### config.mk
export PLATFORM = sky130hd
export DESIGN_NAME = alu_arbiter
export DESIGN_NICKNAME = d
export VERILOG_FILES = /design/src/rtl/alu_pkg.sv /design/src/rtl/alu_arbiter_rr_pick.sv /design/src/rtl/alu_arbiter.sv
export SDC_FILE = /design/constraint.sdc
export NUM_CORES = 1
export LEC_CHECK = 0
export ABC_AREA = 1
export CORE_MARGIN = 5
export CORE_UTILIZATION = 39
export DETAILED_ROUTE_END_ITERATION = 6
export PLACE_DENSITY = 0.88
export SYNTH_ARGS = -nofsm -noshare
export SYNTH_HDL_FRONTEND = slang
export SYNTH_SLANG_ARGS = --single-unit
### constraint.sdc
create_clock -name clk -period 1.9 [get_ports clk]
set_clock_uncertainty 0.1 [all_clocks]
set_input_delay 0.57 -clock clk [delete_from_list [all_inputs] [get_ports clk]]
set_output_delay 0.57 -clock clk [all_outputs]
set_load 0.005 [all_outputs]
### src/rtl/alu_pkg.sv
// Shared ALU definitions: operation codes, datapath widths, arbiter FSM states
// and the operand-B shift masking helper.
package alu_pkg;

  localparam int XLEN    = 32;
  localparam int SHAMT_W = 5;

  typedef enum logic [2:0] {
    OP_ADD = 3'b000,
    OP_SUB = 3'b001,
    OP_AND = 3'b010,
    OP_OR  = 3'b011,
    OP_XOR = 3'b100,
    OP_SLL = 3'b101,
    OP_SRL = 3'b110,
    OP_SRA = 3'b111
  } alu_op_t;

  typedef enum logic [1:0] {
    ST_IDLE = 2'b00,
    ST_EXEC = 2'b01,
    ST_RESP = 2'b10
  } arb_state_t;

  function automatic logic is_shift(input alu_op_t op);
    case (op)
      OP_SLL, OP_SRL, OP_SRA: is_shift = 1'b1;
      default:                is_shift = 1'b0;
    endcase
  endfunction

  // Shifts only ever see the low shift-amount bits of operand B.
  function automatic logic [XLEN-1:0] mask_b(input alu_op_t op, input logic [XLEN-1:0] b);
    if (is_shift(op)) begin
      mask_b = {{(XLEN-SHAMT_W){1'b0}}, b[SHAMT_W-1:0]};
    end else begin
      mask_b = b;
    end
  endfunction

endpackage

### src/rtl/alu_arbiter_rr_pick.sv
// Combinational round-robin picker: first valid requester at or after ptr,
// wrapping around, reported as one-hot grant, index and an any flag.
module rr_pick #(
  parameter int N    = 2,
  parameter int ID_W = 1
) (
  input  logic [N-1:0]    valid,
  input  logic [ID_W-1:0] ptr,
  output logic [N-1:0]    grant,
  output logic [ID_W-1:0] idx,
  output logic            any
);

  logic [ID_W-1:0] slot_s;
  logic            hit_s;

  // Scan N slots from ptr; only the first valid slot sets the grant.
  always_comb begin
    grant  = '0;
    idx    = '0;
    any    = 1'b0;
    slot_s = '0;
    hit_s  = 1'b0;
    for (int k = 0; k < N; k++) begin
      slot_s        = ID_W'((int'(ptr) + k) % N);
      hit_s         = valid[slot_s] & ~any;
      grant[slot_s] = grant[slot_s] | hit_s;
      idx           = hit_s ? slot_s : idx;
      any           = any | valid[slot_s];
    end
  end

endmodule

### src/rtl/alu_arbiter.sv
// Round-robin arbiter sharing one combinational ALU between NUM_REQ requesters,
// one operation in flight; result and flags are registered and held until accepted.
module alu_arbiter
  import alu_pkg::*;
#(
  parameter int NUM_REQ = 2
) (
  input  logic                          clk,
  input  logic                          rst_n,
  input  logic [NUM_REQ-1:0]            req_valid,
  output logic [NUM_REQ-1:0]            req_ready,
  input  logic [NUM_REQ-1:0][2:0]       req_op,
  input  logic [NUM_REQ-1:0][31:0]      req_a,
  input  logic [NUM_REQ-1:0][31:0]      req_b,
  output logic [NUM_REQ-1:0]            rsp_valid,
  input  logic [NUM_REQ-1:0]            rsp_ready,
  output logic [31:0]                   rsp_c,
  output logic                          rsp_zero,
  output logic                          rsp_lt,
  output logic                          rsp_slt,
  output logic [2:0]                    alu_operation,
  output logic [31:0]                   alu_a,
  output logic [31:0]                   alu_b,
  input  logic [31:0]                   alu_c,
  input  logic                          alu_zero,
  input  logic                          alu_less_than,
  input  logic                          alu_signed_less_than,
  output logic                          busy
);

  localparam int ID_W = $clog2(NUM_REQ);

  arb_state_t          state_r, state_s;
  logic [ID_W-1:0]     rr_ptr_r, rr_ptr_s;
  logic [ID_W-1:0]     owner_r, owner_s;
  logic [ID_W-1:0]     next_ptr_s;
  alu_op_t             op_r;
  logic [XLEN-1:0]     a_r, b_r, rsp_c_r;
  logic                zero_r, lt_r, slt_r, busy_r;
  logic [NUM_REQ-1:0]  rsp_valid_r, rsp_valid_s, req_ready_s;
  logic                load_s, capture_s;

  logic [NUM_REQ-1:0]  idle_grant_s, resp_grant_s;
  logic [ID_W-1:0]     idle_idx_s, resp_idx_s;
  logic                idle_any_s, resp_any_s;

  assign next_ptr_s = (owner_r == ID_W'(NUM_REQ-1)) ? '0 : owner_r + ID_W'(1);

  rr_pick #(.N(NUM_REQ), .ID_W(ID_W)) u_pick_idle (
    .valid (req_valid),
    .ptr   (rr_ptr_r),
    .grant (idle_grant_s),
    .idx   (idle_idx_s),
    .any   (idle_any_s)
  );

  // Re-arbitration from the advanced pointer while the current result retires.
  rr_pick #(.N(NUM_REQ), .ID_W(ID_W)) u_pick_resp (
    .valid (req_valid),
    .ptr   (next_ptr_s),
    .grant (resp_grant_s),
    .idx   (resp_idx_s),
    .any   (resp_any_s)
  );

  // Next-state, grant and load/capture strobes.
  always_comb begin
    state_s     = state_r;
    rr_ptr_s    = rr_ptr_r;
    owner_s     = owner_r;
    req_ready_s = '0;
    load_s      = 1'b0;
    capture_s   = 1'b0;
    case (state_r)
      ST_IDLE: begin
        if (idle_any_s) begin
          req_ready_s = idle_grant_s;
          owner_s     = idle_idx_s;
          load_s      = 1'b1;
          state_s     = ST_EXEC;
        end else begin
          state_s     = ST_IDLE;
        end
      end
      ST_EXEC: begin
        capture_s = 1'b1;
        state_s   = ST_RESP;
      end
      ST_RESP: begin
        if (rsp_ready[owner_r]) begin
          rr_ptr_s = next_ptr_s;
          if (resp_any_s) begin
            req_ready_s = resp_grant_s;
            owner_s     = resp_idx_s;
            load_s      = 1'b1;
            state_s     = ST_EXEC;
          end else begin
            state_s     = ST_IDLE;
          end
        end else begin
          state_s = ST_RESP;
        end
      end
      default: begin
        state_s = ST_IDLE;
      end
    endcase
  end

  // Response valid for the next cycle, one-hot on the owner.
  always_comb begin
    rsp_valid_s = '0;
    if (state_s == ST_RESP) begin
      rsp_valid_s[owner_s] = 1'b1;
    end else begin
      rsp_valid_s = '0;
    end
  end

  // Control state: FSM, round-robin pointer, owner, busy and response valid.
  always_ff @(posedge clk or negedge rst_n) begin
    if (!rst_n) begin
      state_r     <= ST_IDLE;
      rr_ptr_r    <= '0;
      owner_r     <= '0;
      busy_r      <= 1'b0;
      rsp_valid_r <= '0;
    end else begin
      state_r     <= state_s;
      rr_ptr_r    <= rr_ptr_s;
      owner_r     <= owner_s;
      busy_r      <= (state_s != ST_IDLE);
      rsp_valid_r <= rsp_valid_s;
    end
  end

  // Operand latch on grant and result/flag capture at the end of EXEC.
  always_ff @(posedge clk or negedge rst_n) begin
    if (!rst_n) begin
      op_r    <= OP_ADD;
      a_r     <= '0;
      b_r     <= '0;
      rsp_c_r <= '0;
      zero_r  <= 1'b0;
      lt_r    <= 1'b0;
      slt_r   <= 1'b0;
    end else begin
      if (load_s) begin
        op_r <= alu_op_t'(req_op[owner_s]);
        a_r  <= req_a[owner_s];
        b_r  <= mask_b(alu_op_t'(req_op[owner_s]), req_b[owner_s]);
      end
      if (capture_s) begin
        rsp_c_r <= alu_c;
        zero_r  <= alu_zero;
        lt_r    <= alu_less_than;
        slt_r   <= alu_signed_less_than;
      end
    end
  end

  // Grant is combinational (depends on rsp_ready in RESP) and held low in reset.
  assign req_ready     = rst_n ? req_ready_s : '0;
  assign rsp_valid     = rsp_valid_r;
  assign rsp_c         = rsp_c_r;
  assign rsp_zero      = zero_r;
  assign rsp_lt        = lt_r;
  assign rsp_slt       = slt_r;
  assign alu_operation = op_r;
  assign alu_a         = a_r;
  assign alu_b         = b_r;
  assign busy          = busy_r;

endmodule

; Word level (Yosys, flattened, before mapping)
; Cells that the tools add are included.
[word_totals]
reg_bits = 109
word_cells = 114
[classes]
addsub = 3
n_lt_le_gt_ge = 11
n_eq_ne = 6
muxes = 61
n_bitwise = 12
n_reduce_logical = 9
[ops]
columns = op, count
row1 = $mux 32, 5
row2 = $mux 1, 37
row3 = $lt 1x2->1 const B, 6
row4 = $mux 2, 6
row5 = $eq 3x3->1 const B, 3
row6 = $mux 3, 2
row7 = $or 1x1->1, 6
row8 = $pmux 2 s3, 1
row9 = $demux 1 s1, 5
row10 = $ge 1x1->1 const B, 5
row11 = $logic_and 1x1->1, 5
row12 = $and 2x2->2, 2
row13 = $bwmux 2, 2
row14 = $eq 2x2->1 const B, 2
row15 = $pmux 1 s2, 2
row16 = $pmux 2 s2, 1
row17 = $add 1x1->1 const B, 3
row18 = $reduce_or 3->1, 1
row19 = $and 1x1->1, 2
row20 = $eq 2x1->1 const B, 1
row21 = $logic_not 2->1, 1
row22 = $not 1->1, 2
row23 = $reduce_and 2->1, 1
row24 = $reduce_bool 2->1, 1

; Depth between registers and ports, before layout
[depth]
ltp_word = 17
ltp_mapped = 12

; Modules after synthesis
; From an unflattened synthesis, not the netlist that was laid out.
[hier_totals]
hier_cells = 659
hier_area_um2 = 5088.6
[by_module_without_submodules]
columns = mod, instances, cells_each, area_per_inst_um2, seq_area_each_um2
row1 = alu_arbiter, 1, 645, 5028.6, 2727.6
row2 = rr_pick, 2, 7, 30.0, 0.0

; Worst setup path after synthesis
; No wires, ideal clock.
[synth_timing]
kind = input to output
from = input rsp_ready[0]
to = output req_ready[0]
arrival_time_ns = 1.075
required_ns = 1.230
path_slack_ns = 0.155
path_stages = 6
path_cell_list = inv_1 -> nand2_4 -> o211ai_4 -> inv_1 -> nand2_1 -> a21boi_0
[synth_via]
elab_chain_cells = 5
[synth_rtl]
columns = element, line
row1 = "start, declared", alu_arbiter.sv:16  ; input logic [NUM_REQ-1:0] rsp_ready,
row2 = $mux 1 (implied by the code) (2 in series), alu_arbiter.sv:90  ; if (rsp_ready[owner_r]) begin
row3 = $mux 2, alu_arbiter.sv:90
row4 = $pmux 2 s2, alu_arbiter.sv:74  ; case (state_r)
row5 = $mux 2, alu_arbiter.sv:163  ; assign req_ready = rst_n ? req_ready_s : '0;
row6 = "end, declared", alu_arbiter.sv:11  ; output logic [NUM_REQ-1:0] req_ready,
; No other way between the ends. The select of a mux whose other input is x is not followed.

; Worst setup path in the final report
[layout_timing]
from = register state_r[1]
to = output req_ready[1]
[layout_via]
elab_chain_cells = 3
elab_cells_between_ends = 4
classes_between = eq/ne: 1 / mux: 2 / reduce/logical: 1
[layout_rtl]
columns = element, line
row1 = "start, declared", alu_arbiter.sv:33  ; arb_state_t state_r, state_s;
row2 = "start signal, assigned", alu_arbiter.sv:129  ; state_r <= state_s;
row3 = $eq 2x2->1 / $logic_not 2->1 (equally long branches), alu_arbiter.sv:74
row4 = $pmux 2 s2 *, alu_arbiter.sv:74
row5 = $mux 2 *, alu_arbiter.sv:163
; Every way passes the cells marked *; elsewhere a longest branch is shown, timed or not.

==> impl_metrics.tcl <==
set metrics [dict create \
    yosys.area.top_type "dfrtp_1" \
    antenna_found_initial 0 \
    final_util 0.757 \
    syn_inst 651 \
    synth-adder-area-share 0 \
    clock_sinks 109 \
    endpoint_kind "output port" \
    place_ws_ns -1.00 \
    crit_arrival_ns 1.48 \
    synthXorXnorAreaFrac 0 \
    fp.dieArea_um2 15400 \
    finalMaxSlewViolations 0 \
    wire_per_inst_um 17.7 \
    synth.most_common_cell "nand2_1" \
    power_mw 16.3 \
    drtIter0Drc 327 \
    grt_usage 0.212 \
    area_growth_pct 89.4 \
    via_per_inst 4.96 \
    violations "setup timing" \
    grt_overflow 0 \
    hpwl_um 12700 \
    grt_pass1_vias 5226 \
    leakage_nw 5.00 \
    syn_nets 826 \
    ys_warn_count 0 \
    fin_ws_ns -0.255 \
    synth_area_um2 5090 \
    synthTopCellsByCount "nand2_1 (268), dfrtp_1 (109), nor2_1 (70), o21ai_1 (55), o21ai_0 (52)" \
    rows 41 \
    report.final.setup_viol 69 \
    start_util 0.400 \
    rsz0062_at_grt "true" \
    status "finished with violations" \
    ys_seq_area_frac 0.536 \
    period_share 1.13 \
    yosys.area_share.simple 0.271 \
    drc_errors 0 \
    root_buffer "clkbuf_16" \
    fin_nets 1163 \
    io_buffers 281 \
    slew_headroom 0.456 \
    whs_ns 0.247 \
    wirelength_um 20600 \
    ir_drop_v 0.00106 \
    synth_area_leaders "dfrtp_1 (54%), nand2_1 (20%), o21ai_1 (5.4%)" \
    grt_pass1_wl_um 26600 \
    synth_compound_area_frac 0.119 \
    route.antenna.remaining_nets 0 \
    syn-mean-instance-area_um2 7.81 \
    diodes 0 \
    hold_path_class "in -> async" \
    htreeDepth 3 \
    final_layout_size_suffix_gt1_frac 0.198 \
    start_kind "flip-flop" \
    path_clk_slew_ns 0.07 \
    power_density_nw_per_um2 1700 \
    worst_ep_required_time_ns 1.23 \
    coreArea_um2 12700 \
    cts_buffers 9 \
    dpl_cell_area_um2 8240 \
    tns_ns -7.66 \
    route.vias.total 5775 \
    placed_cells 1107 \
    path_class "reg -> out" \
    first_pass_iters 5 \
    fp.dieH_um 124 \
    num_io_pins 282 \
    synthMuxAreaShare 0 \
    worstMarginPinSlew_ns 0.816 \
    critPathMaxFanout 3 \
    cts.path.max_buffers 2 \
    ys_types 23 \
    clk_latency_ns 0.35 \
    hold_viol 0 \
    post-route-min-period_ns 2.15 \
    synthArstFlopShare 1.00 \
    gp_congestion 0.871 \
    max-cap-violations 0 \
    ys_ff_latch 109 \
    grt_max_degree 63 \
    die_w_um 124 \
    synth_top_cell_area_share 0.536 \
    synth_edf_count 0 \
    ys.flop_type "dfrtp_1" \
    cts_hold_buf 0 \
    postLayoutCellArea_um2 9630 \
    final_cell_count_no_fill 1165 \
    cts_tree "yes" \
    synth_top_family_by_area "simple AND/OR/NAND/NOR gates" \
    max_freq_mhz 464 \
]
==> critical path, stage by stage (launching register included) <==
cell	delay [ns]
dfrtp_1	0.43
buf_4	0.16
nor2_2	0.13
o21ai_1	0.10
a21oi_2	0.18
buf_2	0.15
==> cell usage in the layout (no fill, tap or decap), types with 4 or more instances in the layout <==
cell and n:
nor2_2 11, o21ai_0 9, nand2_1 235, nand2_4 5, nor2_1 58, nand2_2 29
buf_6 11, nand2_8 6, dfrtp_1 108, nor2_4 4, inv_1 32, buf_4 34
o21ai_2 29, buf_12 9, o21ai_1 67, inv_2 5, buf_8 10, dlymetal6s2s_1 34
dlygate4sd2_1 56, clkbuf_16 22, clkdlybuf4s50_1 187
==> worst paths after layout <==
path	from	endpoint	slack (ns)	depth (start not counted)
max	state_r[1]	req_ready[1]	-0.25	5
min	rst_n	rsp_c[23]	0.25	2
max reg2reg	state_r[0]	alu_b[15]	-0.23	14
min reg2reg	rsp_c[16]	rsp_c[16]	0.37	2
max in group asynchronous	rst_n	alu_a[6]	0.83	2
min in group clk	rsp_c[16]	rsp_c[16]	0.37	2
==> report_power, final <==
part | leakage (nW) | switching [mW] | total (mW) | internal, mW
combinational | 3.51 | 5.08 | 10.3 | 5.22
clock | 0.149 | 0.877 | 1.95 | 1.07
sequential | 1.34 | 0.604 | 4.08 | 3.48
total | 5.00 | 6.57 | 16.3 | 9.77
==> cell type report <==
cell class / count / area [um2]
Tap cell: 172 / 215
Multi-Input combinational cell: 469 / 2360
Clock inverter: 6 / 68.8
Clock buffer: 10 / 239
Sequential cell: 109 / 2730
Timing Repair Buffer: 358 / 3850
Timing Repair inverter: 1 / 8.76
Inverter: 40 / 163
Fill cell: 875 / 3090
==> flip-flops by register name (all words and copies together), names as in the netlist <==
register	flops
owner_r	1
alu_operation	3
alu_a	32
busy	1
rsp_c	32
rsp_zero	1
rsp_valid	2
rsp_lt	1
alu_b	32
state_r	2
rr_ptr_r	1
rsp_slt	1
==> cells by family (layout without fill, tap and decap cells) <==
logic type,after synthesis,after routing
AOI/OAI and AO/OA,115,115
buffers and inverters,76,415
DFF,109,109
and+or+nand+nor,351,354
==> what timing repair did <==
| action | 4_1_cts | 5_1_grt |
|---|---|---|
| pin swaps | 5 | 71 |
| setup endpoints to repair | 123 | 105 |
| resized for setup | 80 | 202 |
| setup buffers | 4 | 15 |
| gates cloned | 1 | 24 |
==> layer usage <==
metal	global-route usage	share of wire	vias up
met5	0	0	-
met4	0.0851	0.032	0
met3	0.0665	0.076	50
met2	0.369	0.52	257
met1	0.242	0.37	2758
li1	-	-	2710
(Power assumes the default switching activity.)
